File: src/rtl/wb_pkg.sv
// Shared definitions for the Wishbone interconnect: address map, FSM state type
// and index-width helper.
package wb_pkg;

  localparam int unsigned WB_NUM_SLAVES = 3;

  localparam logic [31:0] ROM_BASE   = 32'h0000_0000;
  localparam logic [31:0] ROM_MASK   = 32'hFFFF_FE00;
  localparam logic [31:0] SRAM_BASE  = 32'h8000_0000;
  localparam logic [31:0] SRAM_MASK  = 32'hFFFF_8000;
  localparam logic [31:0] CLINT_BASE = 32'h0200_0000;
  localparam logic [31:0] CLINT_MASK = 32'hFFFF_0000;

  typedef enum logic [1:0] {
    ST_IDLE,
    ST_BUSY,
    ST_DECERR
  } wb_ic_state_t;

  function automatic int unsigned idx_w(input int unsigned n);
    return (n > 1) ? $clog2(n) : 1;
  endfunction

endpackage

File: src/rtl/wb_addr_decode.sv
// Combinational address decoder: priority-resolved one-hot match, binary hit
// index and a no_match flag. Lowest slave index wins on overlapping windows.
module wb_addr_decode
  import wb_pkg::*;
#(
  parameter int unsigned                      NUM_SLAVES = WB_NUM_SLAVES,
  parameter int unsigned                      ADDR_WIDTH = 32,
  parameter logic [NUM_SLAVES*ADDR_WIDTH-1:0] SLV_BASE   = {CLINT_BASE, SRAM_BASE, ROM_BASE},
  parameter logic [NUM_SLAVES*ADDR_WIDTH-1:0] SLV_MASK   = {CLINT_MASK, SRAM_MASK, ROM_MASK}
) (
  input  logic [ADDR_WIDTH-1:0]            adr,
  output logic [NUM_SLAVES-1:0]            match,
  output logic [idx_w(NUM_SLAVES)-1:0]     hit,
  output logic                             no_match
);

  localparam int unsigned IDX_W = idx_w(NUM_SLAVES);

  logic [NUM_SLAVES-1:0] raw;

  always_comb begin
    raw = '0;
    for (int unsigned k = 0; k < NUM_SLAVES; k++) begin
      raw[k] = ((adr & SLV_MASK[k*ADDR_WIDTH +: ADDR_WIDTH]) == SLV_BASE[k*ADDR_WIDTH +: ADDR_WIDTH]);
    end
  end

  always_comb begin
    match    = '0;
    hit      = '0;
    no_match = 1'b1;
    for (int unsigned k = 0; k < NUM_SLAVES; k++) begin
      if (raw[k] && no_match) begin
        match[k] = 1'b1;
        hit      = IDX_W'(k);
        no_match = 1'b0;
      end
    end
  end

endmodule

File: src/rtl/wb_interconnect.sv
// Single-master, N-slave Wishbone B4 pipelined interconnect with registered slave
// select, stall forwarding, decode error and ack timeout. One outstanding transfer.
module wb_interconnect
  import wb_pkg::*;
#(
  parameter int unsigned                      NUM_SLAVES     = WB_NUM_SLAVES,
  parameter int unsigned                      ADDR_WIDTH     = 32,
  parameter int unsigned                      DATA_WIDTH     = 32,
  parameter logic [NUM_SLAVES*ADDR_WIDTH-1:0] SLV_BASE       = {CLINT_BASE, SRAM_BASE, ROM_BASE},
  parameter logic [NUM_SLAVES*ADDR_WIDTH-1:0] SLV_MASK       = {CLINT_MASK, SRAM_MASK, ROM_MASK},
  parameter int unsigned                      TIMEOUT_CYCLES = 255
) (
  input  logic                             clk,
  input  logic                             rst,
  input  logic                             m_cyc_i,
  input  logic                             m_stb_i,
  input  logic                             m_we_i,
  input  logic [DATA_WIDTH/8-1:0]          m_sel_i,
  input  logic [ADDR_WIDTH-1:0]            m_adr_i,
  input  logic [DATA_WIDTH-1:0]            m_dat_i,
  output logic [DATA_WIDTH-1:0]            m_dat_o,
  output logic                             m_ack_o,
  output logic                             m_err_o,
  output logic                             m_stall_o,
  output logic [NUM_SLAVES-1:0]            s_cyc_o,
  output logic [NUM_SLAVES-1:0]            s_stb_o,
  output logic                             s_we_o,
  output logic [DATA_WIDTH/8-1:0]          s_sel_o,
  output logic [ADDR_WIDTH-1:0]            s_adr_o,
  output logic [DATA_WIDTH-1:0]            s_dat_o,
  input  logic [NUM_SLAVES*DATA_WIDTH-1:0] s_dat_i,
  input  logic [NUM_SLAVES-1:0]            s_ack_i,
  input  logic [NUM_SLAVES-1:0]            s_err_i,
  input  logic [NUM_SLAVES-1:0]            s_stall_i
);

  localparam int unsigned IDX_W = idx_w(NUM_SLAVES);
  localparam int unsigned TW    = (TIMEOUT_CYCLES > 0) ? $clog2(TIMEOUT_CYCLES + 1) : 1;
  localparam logic [TW-1:0] TO_VAL = TW'(TIMEOUT_CYCLES);

  wb_ic_state_t          state, state_n;
  logic [IDX_W-1:0]      sel_q;
  logic [TW-1:0]         timer;
  logic [NUM_SLAVES-1:0] match;
  logic [IDX_W-1:0]      hit;
  logic                  no_match;
  logic                  accept;
  logic                  timeout;

  wb_addr_decode #(
    .NUM_SLAVES (NUM_SLAVES),
    .ADDR_WIDTH (ADDR_WIDTH),
    .SLV_BASE   (SLV_BASE),
    .SLV_MASK   (SLV_MASK)
  ) u_decode (
    .adr      (m_adr_i),
    .match    (match),
    .hit      (hit),
    .no_match (no_match)
  );

  assign s_we_o  = m_we_i;
  assign s_sel_o = m_sel_i;
  assign s_adr_o = m_adr_i;
  assign s_dat_o = m_dat_i;

  assign timeout = (TIMEOUT_CYCLES != 0) && (timer == TO_VAL);

  always_comb begin
    state_n   = state;
    accept    = 1'b0;
    m_dat_o   = '0;
    m_ack_o   = 1'b0;
    m_err_o   = 1'b0;
    m_stall_o = 1'b1;
    s_cyc_o   = '0;
    s_stb_o   = '0;
    if (!rst) begin
      unique case (state)
        ST_IDLE: begin
          m_stall_o = no_match ? 1'b0 : s_stall_i[hit];
          s_cyc_o   = m_cyc_i ? match : '0;
          s_stb_o   = m_stb_i ? match : '0;
          accept    = m_cyc_i & m_stb_i & !m_stall_o;
          if (accept) state_n = no_match ? ST_DECERR : ST_BUSY;
        end
        ST_BUSY: begin
          m_dat_o = s_dat_i[sel_q*DATA_WIDTH +: DATA_WIDTH];
          if (!m_cyc_i) begin
            state_n = ST_IDLE;
          end else begin
            s_cyc_o[sel_q] = 1'b1;
            m_ack_o        = s_ack_i[sel_q];
            // a genuine ack wins over a coincident timeout
            m_err_o        = s_err_i[sel_q] | (timeout & !s_ack_i[sel_q]);
            if (m_ack_o || m_err_o) state_n = ST_IDLE;
          end
        end
        ST_DECERR: begin
          m_err_o = m_cyc_i;
          state_n = ST_IDLE;
        end
        default: state_n = ST_IDLE;
      endcase
    end
  end

  // timer reads k in the k-th cycle after acceptance, saturating at all-ones
  always_ff @(posedge clk) begin
    if (rst) begin
      state <= ST_IDLE;
      sel_q <= '0;
      timer <= '0;
    end else begin
      state <= state_n;
      if (accept && !no_match) sel_q <= hit;
      if (state != ST_BUSY) timer <= accept ? TW'(1) : '0;
      else if (timer != '1) timer <= timer + 1'b1;
    end
  end

endmodule

File: config.mk
export PLATFORM = sky130hd
export DESIGN_NAME = wb_interconnect
export DESIGN_NICKNAME = d
export VERILOG_FILES = /design/src/rtl/wb_pkg.sv /design/src/rtl/wb_addr_decode.sv /design/src/rtl/wb_interconnect.sv
export SDC_FILE = /design/constraint.sdc
export NUM_CORES = 1
export LEC_CHECK = 0
export ABC_AREA = 0
export CORE_AREA = 2 2 110 112
export CTS_CLUSTER_DIAMETER = 50
export DETAILED_ROUTE_END_ITERATION = 10
export DIE_AREA = 0 0 112 114
export PLACE_DENSITY = 0.73
export SLEW_MARGIN = 20
export SYNTH_ARGS = -nofsm -noshare
export SYNTH_HDL_FRONTEND = slang
export SYNTH_SLANG_ARGS = --single-unit
File: constraint.sdc
create_clock -name clk -period 1.6 [get_ports clk]
set_clock_uncertainty 0.05 [all_clocks]
set_input_delay 0.32 -clock clk [delete_from_list [all_inputs] [get_ports clk]]
set_output_delay 0.32 -clock clk [all_outputs]
set_load 0.02 [all_outputs]
# Word level (Yosys, flattened, before mapping)
# Index checks and enable logic that the tools add are counted.
[word_totals]
out_inout_bits = 110
wordCells = 77
in_bits = 178
reg_bits = 12
[op_classes]
shift = 1
n_bitwise = 4
reduce_logical = 12
muxes = 44
add_sub_neg = 1
n_eq_ne = 9
magnitude_cmp = 3
[op_table]
columns = ["operator", "n"]
rows = [
  ["indexed part select 96 x 8 -> 32 bit", 1],
  ["2-to-1 mux 32 bit", 2],
  ["zero test 32 bit", 1],
  ["2-to-1 mux 1 bit", 22],
  ["2-to-1 mux 3 bit", 6],
  ["equality test 17 bit (second input constant)", 1],
  ["equality test 16 x 10 -> 1 bit (second input constant)", 1],
  ["2-to-1 mux 8 bit", 2],
  ["2-to-1 mux 2 bit", 5],
  ["adder 8 x 1 -> 8 bit (second input constant)", 1],
  ["equality test 8 bit (second input constant)", 1],
  ["!= test 8 bit (second input constant)", 1],
  ["binary-select mux 1 bit (select 2 bit)", 3],
  ["< comparator 2 x 3 -> 1 bit (second input constant)", 2],
  ["case mux 3 bit (2 select lines)", 1],
  ["logical AND 1 bit", 4],
  ["case mux 2 bit (2 select lines)", 1],
  ["AND 1 bit", 3],
  ["zero test 1 bit", 3],
  ["!= test 3 bit (second input constant)", 1],
  ["demux 1 bit (select 2 bit)", 1],
  ["equality test 2 x 1 -> 1 bit (second input constant)", 1],
  ["equality test 2 bit (second input constant)", 1],
  ["greater-or-equal comparator 2 x 1 -> 1 bit (second input constant)", 1],
  ["8 further kinds", 8],
]

# Logic depth before layout (Yosys ltp)
[depth]
depth_word = 15
ltp_mapped = 7
depth_no_buf = 7

# By module
# Synthesis repeated with hierarchy kept, for this count alone.
[unflattened]
cells_unflattened = 333
hier_area_um2 = 2265.9
[by_module_without_submodules]
columns = ["mod", "area_each_um2", "cells_each", "instances"]
rows = [
  ["wb_interconnect", 2145.8, 316, 1],
  ["wb_addr_decode", 120.1, 17, 1],
]

# Worst setup path before layout
# No wires, ideal clock.
[synth_timing]
path_kind = "register to output"
startpoint = "register state[0]"
endpoint = "output port s_stb_o[0]"
setup_slack_ps = -423
arrival_ps = 1653
stages_incl_launch_ff = 6
path_buffers = 0
required_time_ps = 1230
cell_sequence = "dfxtp_1 inv_1 ha_1 nor2b_1 nand2_1 nor4_1"
[synth_between]
elab_chain_cells = 3
[synth_lines]
columns = ["element", "line", "source"]
rows = [
  ["start, declared", "wb_interconnect.sv:41", "wb_ic_state_t state, state_n;"],
  ["start signal, assigned", "wb_interconnect.sv:115", "state <= state_n;"],
  ["zero test 2 bit", "wb_interconnect.sv:79", "unique case (state)"],
  ["2-to-1 mux 3 bit", "wb_interconnect.sv:79", ""],
  ["2-to-1 mux 3 bit", "wb_interconnect.sv:78", "if (!rst) begin"],
  ["end, declared", "wb_interconnect.sv:26", "output logic [NUM_SLAVES-1:0] s_stb_o,"],
]
# No other way between the ends.

# Final worst setup path
[layout_timing]
startpoint = "register sel_q[0]"
endpoint = "output port m_err_o"
[layout_between]
elab_chain_cells = 8
[layout_lines]
columns = ["element", "line", "source"]
rows = [
  ["start, declared", "wb_interconnect.sv:42", "logic [IDX_W-1:0] sel_q;"],
  ["start signal, assigned", "wb_interconnect.sv:116", "if (accept && !no_match) sel_q <= hit;"],
  ["binary-select mux 1 bit (select 2 bit)", "wb_interconnect.sv:95", "m_err_o = s_err_i[sel_q] | (timeout & !s_ack_i[sel_q]);"],
  ["2-to-1 mux 1 bit (implied by the code)", "wb_interconnect.sv:95", ""],
  ["zero test 1 bit", "wb_interconnect.sv:95", ""],
  ["AND 1 bit", "wb_interconnect.sv:95", ""],
  ["bitwise OR 1 bit *", "wb_interconnect.sv:95", ""],
  ["2-to-1 mux 1 bit *", "wb_interconnect.sv:89", "if (!m_cyc_i) begin"],
  ["case mux 1 bit (2 select lines) *", "wb_interconnect.sv:79", ""],
  ["2-to-1 mux 1 bit *", "wb_interconnect.sv:78", ""],
  ["end, declared", "wb_interconnect.sv:23", "output logic m_err_o,"],
]
# Every way passes the cells marked *; elsewhere a longest branch is shown, timed or not. The select of a mux whose other input is x is not followed.

==> results.toml <==
[cts]
ctsHtreeMaxLevel = 1
cts_sinks = 12
tritoncts = "done"
max-clock-path-buffers = 2
ctsRootBufferMaster = "sky130_fd_sc_hd__clkbuf_16"
clkTransAtPathRegs_ns = 0.05
cts_made_buffers = 3
clk-insertion-delay-late_ns = 0.24

[grt]
grt_pass1_vias = 3042
gr-usage-all-layers_pct = 15.3
grt_max_degree = 20
grt_first_pass_wirelength_um = 15700
grt-ovfl-total = 0
number_of_antenna_violations_at_the_first_check_in_global_routing = 0

[critical_path]
path_class = "flop to output pin"
rr_worst_depth = 9
critical_path_peak_fanout = 7
critical_path.cell_chain = "buf_6 > nor2b_4 > buf_6 > a2bb2oi_2 > nand2b_1 > a21boi_1 > o2111a_2 > buf_6"
cp-end-kind = "output pin"
worst_setup_path_endpoint = "m_err_o"
cpMostUsedCell = "sky130_fd_sc_hd__buf_6"
crit_path_start_kind = "flop"
worst-r2r-setup-slack_ns = -0.07
worst-endpoint-required_ns = 1.23
critical_path_arrival_ns = 1.60
worstReg2RegStart = "state[0]"
max_stage_delay_ns = 0.39
timing.critical_path.slowest_stage_cell = "sky130_fd_sc_hd__dfxtp_4"
worstSetupStartpoint = "sel_q[0]"
worstReg2RegEnd = "sel_q[1]"

[synthesis]
dominantRegCellSynth = "sky130_fd_sc_hd__dfxtp_1"
yosysSeqAreaShare_pct = 10.5
async_reset_ff_share_pct = 0
synth_largest_area_cell = "sky130_fd_sc_hd__buf_4"
post-synth-top-count-cell = "sky130_fd_sc_hd__nor2_1"
synth-seq-cells = 12
synth_nets = 505
synth_enable_flop_cells = 0
syn_area_mm2 = 0.00229
yosysWarningCount = 0
post_synth_most_frequent_cells = "sky130_fd_sc_hd__nor2_1, sky130_fd_sc_hd__buf_4, sky130_fd_sc_hd__a21oi_1"
netlist.area_leader.share_pct = 22.6
synth.area.top_cells = "sky130_fd_sc_hd__buf_4, sky130_fd_sc_hd__mux2i_1, sky130_fd_sc_hd__nor2_1"
postSynthCellCount = 323
syn-mean-instance-area_um2 = 7.08
yosys.cell_types.count = 44

[route]
drt_iter0_drc = 80
routedLengthMet1_um = 4330
drc = 0
dr_wl_met2_um = 5360
met3_length_um = 821
first_pass_iteration_count_of_the_detailed_router = 4
route.final.wire_length_um = 10800
wire_per_inst_um = 16.2
dr_total_vias = 2985
antenna_left = 0
avgViaCountPerCell = 4.48
top_signal_layer_used = "met4"

[die]
core.rowCount = 40
core_region_area_mm2 = 0.0117
io_pins = 288
fp.dieH_um = 114
initial_utilization_pct = 19.5
design.die.area_mm2 = 0.0128
die_width_um = 112

[finish]
non_filler_instance_count_after_layout = 666
area_delta_synth_final_pct = 123
finalNetCount = 702
fraction_of_layout_instances_using_a_drive_strength_above_1_pct = 47.8
antenna-diode-count = 0

[pwr]
finalPower_mw = 1.50
sequentialPowerShare_pct = 20.1
pwr-share-comb_pct = 45.6
power.leakage_nw = 2.06
pwr_density_cell_mw_per_mm2 = 294
p_sw_share_pct = 26.0
p_int_mw = 1.11
vdd.ir_drop.worst_mv = 0.523
p_clk_share_pct = 34.3
p_sw_mw = 0.390

[place]
finalWeightedCongestion = 0.800
dp_hpwl_um = 7720
port-buffer-count = 195
placed_cells_incl_taps = 635
placement.setup.worst_slack_ns = -1.17

[timing]
min_cycle_time_layout_ns = 1.97
timing.final.crit_share_pct = 123
timing_max_transition_violations_final = 0
setup_total_negative_slack_ns = -13.59
max_slew_margin_pct = 78.8
max_clock_freq_ghz = 0.507
finalHoldViolations = 0
transition_at_the_pin_with_the_smallest_max_transition_slack_ns = 0.315
grt_setup_unrepaired = "yes"
finalSetupViolations = 45
final.hold.worst_slack_ns = 0.546
setup_slack_ns = -0.374

[worst_hold_path]
worst_hold_path_type = "flop to flop"

[status]
violated_checks = "negative setup slack"
outcome = "finished, violations left"

[flow_run]
maxCapViolCount = 0
through the flow:
stage	util, %	cell area, um^2
floorplan	-	2420
global placement	37.6	4400
detailed placement	37.6	4400
CTS	42.3	4960
global route	43.6	5100
finish	43.6	5100
power by group through the flow:
stage	combinational [mW]	clock [mW]	sequential, mW
after detailed placement	0.637	0	0.309
after CTS	0.665	0.519	0.303
after global routing	0.725	0.542	0.301
after global placement	0.624	0	0.309
final	0.684	0.515	0.302
after floorplan	0.372	0	0.309
cell type report:
type | count | area [um^2]
Clock buffer | 4 | 88.8
Sequential cell | 12 | 251
Tap cell | 147 | 184
Multi-Input combinational cell | 220 | 1800
Inverter | 5 | 23.8
Fill cell | 1125 | 6610
Timing Repair Buffer | 278 | 2750
flip-flops by register name, indices dropped and copies added (netlist names):
register and flops:
sel_q 2, timer 8, state 2
cells by family after synthesis:
logic type	count (synthesis)	synth area share [%]
buffers and inverters	91	27.1
DFF	12	10.5
muxes	35	15.3
AOI/OAI and AO/OA	54	14.9
and+or+nand+nor	123	28.4
adders and majority gates	4	2.19
xor gates and xnor gates	4	1.53
worst max-delay path, delay by kind of cell (launching register included):
kind                   cells  cell delay, ns
buffers and inverters      3            0.40
AO/OA/AOI/OAI              3            0.35
flip-flops                 1            0.39
AND/OR/NAND/NOR            2            0.22
cells in the final DEF (no fill, tap or decap), types with 3 or more instances in the layout:
cell type and count:
sky130_fd_sc_hd__buf_8 3, sky130_fd_sc_hd__xor2_1 4, sky130_fd_sc_hd__nor2_1 40, sky130_fd_sc_hd__nand4_1 4
sky130_fd_sc_hd__dfxtp_1 7, sky130_fd_sc_hd__inv_1 3, sky130_fd_sc_hd__dlygate4sd2_1 6, sky130_fd_sc_hd__buf_4 77
sky130_fd_sc_hd__buf_12 5, sky130_fd_sc_hd__dfxtp_2 3, sky130_fd_sc_hd__a2bb2oi_2 4, sky130_fd_sc_hd__nand3b_1 3
sky130_fd_sc_hd__mux2i_1 31, sky130_fd_sc_hd__buf_6 40, sky130_fd_sc_hd__buf_16 3, sky130_fd_sc_hd__buf_2 10
sky130_fd_sc_hd__clkbuf_16 4, sky130_fd_sc_hd__nor2_2 36, sky130_fd_sc_hd__nand2_4 4, sky130_fd_sc_hd__nand2_1 6
sky130_fd_sc_hd__nand2b_1 3, sky130_fd_sc_hd__nor4_4 6, sky130_fd_sc_hd__a21oi_2 12, sky130_fd_sc_hd__mux2i_2 4
sky130_fd_sc_hd__a21oi_1 25, sky130_fd_sc_hd__clkdlybuf4s50_1 127
metal layers:
layer  up-vias  track usage, %
li1       1434               -
met1      1395            17.9
met4         0            4.63
met2       132            27.1
met3        24            4.30
met5         -               0
worst min path at each step:
stage,slack [ns],startpoint,cells after the start,to
2_1_floorplan,0.34,rst,1,timer[0]
3_3_place_gp,0.51,state[0],3,state[0]
3_5_place_dp,0.54,timer[1],3,timer[1]
4_1_cts,0.55,timer[1],3,timer[1]
5_1_grt,0.59,state[0],3,state[0]
6_report,0.55,timer[1],3,timer[1]
timing repair:
item | in CTS | in global routing
hold buffers | 0 | 0
setup endpoints to repair | 69 | 46
pin swaps | 31 | 12
gates cloned | 5 | 1
gates resized for setup | 374 | 33
setup buffers | 20 | 3
Power figures use the tool's default switching activity.
